$ cat src/rtl/alu_dispatch_ctrl.sv
`default_nettype none
// ============================================================================
// Module   : alu_dispatch_ctrl
// Purpose  : Single-outstanding ALU dispatcher. Accepts one request in IDLE,
//            enables the selected unit class for one ISSUE cycle, and waits
//            for that unit's done pulse. It then presents a one-cycle
//            completion and returns to IDLE.
//
// Ports    : i_clk        - clock, all state on the rising edge
//            i_rst_n      - synchronous active-low reset (RST)
//            i_in_valid   - request present on i_alu_fun
//            i_alu_fun    - [FUN_W-1 -: SEL_W] unit class, LSBs sub-op
//            o_in_ready   - dispatcher idle, can accept a request
//            o_unit_en    - one-hot unit enable, high only during ISSUE
//            o_op_sel     - sub-op of the last accepted request
//            i_unit_done  - per-unit completion pulse
//            o_out_valid  - one-cycle completion pulse
//            o_out_unit   - class of the last accepted request
//            o_err        - one-cycle watchdog expiry pulse
//
// Config   : define ALU_DISPATCH_TIMEOUT_EN to enable the WAIT watchdog.
//            When it is undefined, WAIT persists until done and o_err is
//            tied low.
//
// Revision : 1.0 - initial release
// ============================================================================
module alu_dispatch_ctrl #(
  parameter int FUN_W       = 4,
  parameter int SEL_W       = 2,
  parameter int TIMEOUT_CYC = 15
) (
  input  logic                      i_clk,
  input  logic                      i_rst_n,
  input  logic                      i_in_valid,
  input  logic [FUN_W-1:0]          i_alu_fun,
  output logic                      o_in_ready,
  output logic [(2**SEL_W)-1:0]     o_unit_en,
  output logic [FUN_W-SEL_W-1:0]    o_op_sel,
  input  logic [(2**SEL_W)-1:0]     i_unit_done,
  output logic                      o_out_valid,
  output logic [SEL_W-1:0]          o_out_unit,
  output logic                      o_err
);

  localparam int N_UNITS = 2**SEL_W;
  localparam int OP_W    = FUN_W - SEL_W;

  // Elaboration-time sanity checks on the parameter set.
  generate
    if (FUN_W < SEL_W + 1) begin : g_bad_fun_w
      $error("alu_dispatch_ctrl: FUN_W must be at least SEL_W+1");
    end
    if (TIMEOUT_CYC < 1) begin : g_bad_timeout
      $error("alu_dispatch_ctrl: TIMEOUT_CYC must be at least 1");
    end
  endgenerate

  typedef enum logic [1:0] {
    S_IDLE  = 2'd0,
    S_ISSUE = 2'd1,
    S_WAIT  = 2'd2,
    S_DONE  = 2'd3
  } state_t;

  state_t               r_state;
  logic [SEL_W-1:0]     r_class;
  logic [OP_W-1:0]      r_op_sel;
  logic [N_UNITS-1:0]   r_unit_en;
  logic                 r_out_valid;

  logic [SEL_W-1:0]     w_req_class;
  logic [OP_W-1:0]      w_req_op;
  logic [N_UNITS-1:0]   w_req_onehot;
  logic                 w_done_hit;

  assign w_req_class  = i_alu_fun[FUN_W-1 -: SEL_W];
  assign w_req_op     = i_alu_fun[OP_W-1:0];
  assign w_req_onehot = {{(N_UNITS-1){1'b0}}, 1'b1} << w_req_class;
  // Only the captured class's done bit matters; other units are ignored.
  assign w_done_hit   = i_unit_done[r_class];

`ifdef ALU_DISPATCH_TIMEOUT_EN
  localparam int                CNT_W      = $clog2(TIMEOUT_CYC + 1);
  // The compare is made against the pre-increment value. The edge that ends
  // the TIMEOUT_CYC-th WAIT cycle is therefore the expiry edge.
  localparam logic [CNT_W-1:0]  c_CNT_LAST = CNT_W'(TIMEOUT_CYC - 1);

  logic [CNT_W-1:0]     r_cnt;
  logic                 r_err;
`endif

  always_ff @(posedge i_clk) begin
    if (!i_rst_n) begin
      r_state     <= S_IDLE;
      r_class     <= '0;
      r_op_sel    <= '0;
      r_unit_en   <= '0;
      r_out_valid <= 1'b0;
`ifdef ALU_DISPATCH_TIMEOUT_EN
      r_cnt       <= '0;
      r_err       <= 1'b0;
`endif
    end else begin
      // Completion and error are single-cycle pulses by default.
      r_out_valid <= 1'b0;
`ifdef ALU_DISPATCH_TIMEOUT_EN
      r_err       <= 1'b0;
`endif
      case (r_state)
        S_IDLE: begin
          if (i_in_valid) begin
            r_class   <= w_req_class;
            r_op_sel  <= w_req_op;
            // The enable is registered on the accept edge so it is high
            // for exactly the ISSUE cycle.
            r_unit_en <= w_req_onehot;
            r_state   <= S_ISSUE;
          end
        end

        S_ISSUE: begin
          r_unit_en <= '0;
          r_state   <= S_WAIT;
`ifdef ALU_DISPATCH_TIMEOUT_EN
          r_cnt     <= '0;
`endif
        end

        S_WAIT: begin
`ifdef ALU_DISPATCH_TIMEOUT_EN
          r_cnt <= r_cnt + CNT_W'(1);
`endif
          // Done takes priority over expiry when both fall on the same edge.
          if (w_done_hit) begin
            r_state     <= S_DONE;
            r_out_valid <= 1'b1;
          end
`ifdef ALU_DISPATCH_TIMEOUT_EN
          else if (r_cnt == c_CNT_LAST) begin
            r_state <= S_IDLE;
            r_err   <= 1'b1;
          end
`endif
        end

        S_DONE: begin
          r_state <= S_IDLE;
        end

        default: begin
          r_state <= S_IDLE;
        end
      endcase
    end
  end

  assign o_in_ready  = (r_state == S_IDLE);
  assign o_unit_en   = r_unit_en;
  assign o_op_sel    = r_op_sel;
  assign o_out_valid = r_out_valid;
  assign o_out_unit  = r_class;

`ifdef ALU_DISPATCH_TIMEOUT_EN
  assign o_err = r_err;
`else
  assign o_err = 1'b0;
`endif

endmodule
`default_nettype wire
$ cat config.mk
export PLATFORM = sky130hd
export DESIGN_NAME = alu_dispatch_ctrl
export DESIGN_NICKNAME = d
export VERILOG_FILES = /design/src/rtl/alu_dispatch_ctrl.sv
export SDC_FILE = /design/constraint.sdc
export NUM_CORES = 1
export LEC_CHECK = 0
export BUFFER_PORTS_ARGS = -buffer_cell sky130_fd_sc_hd__buf_2
export CAP_MARGIN = 20
export CORE_MARGIN = 3
export CORE_UTILIZATION = 41
export CTS_CLUSTER_DIAMETER = 100
export CTS_CLUSTER_SIZE = 12
export DETAILED_ROUTE_END_ITERATION = 8
export GPL_TIMING_DRIVEN = 0
export HOLD_SLACK_MARGIN = 0.03
export PLACE_DENSITY = 0.72
export RECOVER_POWER = 25
export SETUP_SLACK_MARGIN = 0.2
export SKIP_LAST_GASP = 1
export SYNTH_ARGS = -nofsm -noshare
export SYNTH_HDL_FRONTEND = slang
export SYNTH_SLANG_ARGS = --single-unit
$ cat constraint.sdc
create_clock -name i_clk -period 1.4 [get_ports i_clk]
set_input_delay 0.21 -clock i_clk [delete_from_list [all_inputs] [get_ports i_clk]]
set_output_delay 0.21 -clock i_clk [all_outputs]
set_load 0.01 [all_outputs]
==> summary.md <==
| Metric | Value |
|---|---|
| Status | complete, but fails checks |
| Failing checks | negative setup slack |
| First-pass GRT wire length | between 1.5 and 2 mm |
| Slew Viols, Final | 0 |
| Worst Setup Slack, final | -0.0137 ns |
| Finished Layout Cells | about 110 |
| Adder-Cell Fraction of Synth Area | about 9% |
| Post-Syn Nets | 76 |
| RSZ-0062 raised after global routing | true |
| Post-Place Worst Slack | -0.0101 ns |
| Ports | 22 |
| Clk root buf | clkbuf_4 |
| Layout cells sized above 1 | 40.2% |
| Drt via density | roughly 4.9 |
| FMAX | roughly 700 MHz |
| Power per cell area | 1630 nW/um2 |
| CP Cell Sequence | inv_4 > ha_4 > buf_6 > and2b_1 > a221o_1 > mux2i_1 |
| Post-DP HPWL | around 860 um |
| Drt wl/cell | between 10 and 15 um |
| Hold Violations, Final | 0 |
| Area growth, synth to finish | 42.8% |
| Skew-Pair Late Insertion Delay | 0.27 ns |
| Yosys Warn Count | 0 |
| Final antenna-violating net count | 0 |
| Vias in the first global route | ~460 |
| Max_cap viols | 0 |
| Post-synth EDFFs | 0 |
| Hold crit path type | primary input to register |
| Clk pin slew, worst setup/hold paths | approximately 0.070 ns |
| Initial antenna violation count | 0 |
| Fin nets | between 100 and 150 |
| Mapped cell area | ~560 um2 |
| GPL Wtd Cong | 0.747 |
| Initial DRC Count | 8 |
| Die H | roughly 43 um |
| Multiplexer area fraction after synthesis | 9.13% |
| Synth Area in Compound Gates | 14.7% |
| XOR/XNOR share of the synthesized area | 0% |
| Cells after synthesis | a little over 60 |
| Clk sinks | 11 |
| Syn avg cell area | about 9.2 um2 |
| Asr flop ratio synth | 0% |
| Synth cell types | 24 |
| Placed cells | 95 |
| Clock Power Share | between 10% and 20% |
| CTS tree | done |
| Worst setup SP type | register |
| FILL cells | roughly 110 |
| H-tree Lvls | 1 |
| CP max FO | 5 |
| Nature of the critical path endpoint | register |
| Hold_buf cts | 0 |
| CTS buffer count | 3 |
| Peak supply drop | roughly 1200 uV |
| Area contributors post-synth | dfxtp_1 39%, ha_1 8.9%, a21boi_0 8.0% |
| Number of synthesized register bits | 11 |
| Arrival time worst endpoint | around 1.6 ns |
| Fin crit period | roughly 1.4 ns |
| Clock skew | ~0.0012 ns |
| Primary FF master, synth | dfxtp_1 |
| N_diodes | 0 |
| Internal | around 850 uW |
| WS Path Type | register to register |
| Core area | 1190 um2 |
| Largest area contributor in the netlist | dfxtp_1 |
| Drt first pass iters | 4 |
| Combinational share of power | 50.3% |
| Switching share of power | 35.3% |
| Power Total | ~1300 uW |
| Post-Route Setup TNS | -0.0137 ns |
| Util after Layout | about two thirds |
| DRC viols | 0 |
| Number of setup violations in the final report | 1 |
| Yosys top cell area share | just under 40% |
| CTS max path bufs | 2 |
| Leak | between 0.0003 and 0.0004 uW |
| Largest family of logic cells by synthesized area | simple AND/OR/NAND/NOR gates |
| Pin count of the biggest net entering global routing | 11 |
| GRT Util Overall | 14.2% |
| CP max-delay cell | dfxtp_4 |
| Simple-Gate Fraction of Synth Area | between 20% and 30% |
| Via count | 518 |
| Full die area | about 1900 um2 |
| CP max stage delay | ~0.37 ns |
| Site Rows | 12 |
| Final period utilization | 101% |
| Seq pwr share | about a third |
| Register area share after synthesis | around 39% |
| IO buf count | 20 |
| CP Data Required Time | 1.56 ns |
| Gr ovfl total | 0 |
| Die width | between 40 and 50 um |
| Initial Utilization | between 40% and 50% |
| Total net switching power | 461 uW |
| Routed WL | around 1.2 mm |
-- final timing paths --
| kind | startpoint | endpoint | slack, ns | depth (start not counted) |
|---|---|---|---|---|
| setup / recovery | r_state[1]$_SDFFE_PN0P_ | r_state[1]$_SDFFE_PN0P_ | -0.01 | 6 |
| hold / removal | i_alu_fun[0] | o_op_sel[0]$_SDFFE_PN0P_ | 0.19 | 3 |
| setup reg to reg | r_state[1]$_SDFFE_PN0P_ | r_state[1]$_SDFFE_PN0P_ | -0.01 | 6 |
| hold reg to reg | o_unit_en[1]$_SDFFE_PN0P_ | o_unit_en[1]$_SDFFE_PN0P_ | 0.45 | 2 |
-- repair_timing --
| item | 4_1_cts | 5_1_grt |
|---|---|---|
| resized for setup | 6 | 5 |
| buffers inserted | 7 | 0 |
| endpoints found under the hold margin | 0 | 0 |
| pin swaps | 6 | 3 |
| endpoints found under the setup margin | 6 | 11 |
-- power groups by stage --
stage / clock network [uW] / logic (uW) / registers, uW
floorplan: 0 / 350 / 431
global placement: 0 / 474 / 415
detailed placement: 0 / 481 / 419
CTS: 226 / 660 / 417
global route: 241 / 716 / 435
finish: 225 / 658 / 425
-- layout make-up --
cell class / count / area (um2) / area share (%)
well taps: 14 / 17.5 / 2.18
repair buffers: 27 / 148 / 18.4
multi-input cells: 45 / 350 / 43.7
flip-flops and latches: 11 / 225 / 28.1
plain buffers: 3 / 22.5 / 2.81
clock buffers: 4 / 26.3 / 3.28
inverters: 2 / 12.5 / 1.56
-- metrics by stage --
step | hold slack (ns) | cell area, um2
5_1_grt | 0.204 | 802
6_report | 0.185 | 802
2_1_floorplan | 0.351 | 588
3_3_place_gp | 0.442 | 706
4_1_cts | 0.201 | 802
3_5_place_dp | 0.447 | 706
-- cell usage after synthesis, types with 2 or more instances --
| cell | number |
|---|---|
| a21boi_0 | 6 |
| a21boi_1 | 2 |
| dfxtp_1 | 11 |
| ha_1 | 4 |
| inv_1 | 2 |
| mux2i_1 | 4 |
| nand2_1 | 11 |
| nand3_1 | 4 |
| or4b_1 | 2 |
-- state kept, by name (all words and copies together), names as in the netlist --
signal and cells:
o_unit_en 4, o_op_sel 2, o_out_unit 2, r_state 2
o_out_valid 1
-- critical path: cells and delay by family, from the launching register on --
family,cells,cell delay [ns]
adders and majority gates,1,0.15
and+or+nand+nor,1,0.17
buffers and inverters,2,0.17
DFF,1,0.37
AOI/OAI and AO/OA,1,0.31
muxes,1,0.13
-- kinds of logic (layout without fill, tap and decap cells) --
kind of cell             after synthesis  count (layout)
AND/OR/NAND/NOR                       24              24
buffers and inverters                  5              36
adder cells (fa/ha/maj)                4               4
multiplexers                           5               5
other                                  1               1
AO/OA/AOI/OAI                         11              11
flip-flops                            11              11
-- cell usage in the layout, fill, tap and decap left out, types with 2 or more instances in the layout --
| master | count |
|---|---|
| inv_4 | 2 |
| nand2_1 | 11 |
| a21boi_1 | 7 |
| ha_1 | 2 |
| or4b_1 | 2 |
| buf_2 | 16 |
| clkbuf_4 | 3 |
| buf_4 | 8 |
| dfxtp_1 | 9 |
| mux2i_1 | 3 |
| nand3_1 | 4 |
| clkbuf_1 | 6 |
-- per-layer routing --
metal / up-vias / routed length (um) / GRT usage [%]
li1: 270 / - / -
met1: 227 / 534 / 16.1
met2: 17 / 545 / 22.2
met3: 4 / 78 / 3.81
met4: 0 / 44 / 10.8
met5: - / 0 / 0
(Power assumes the default switching activity.)
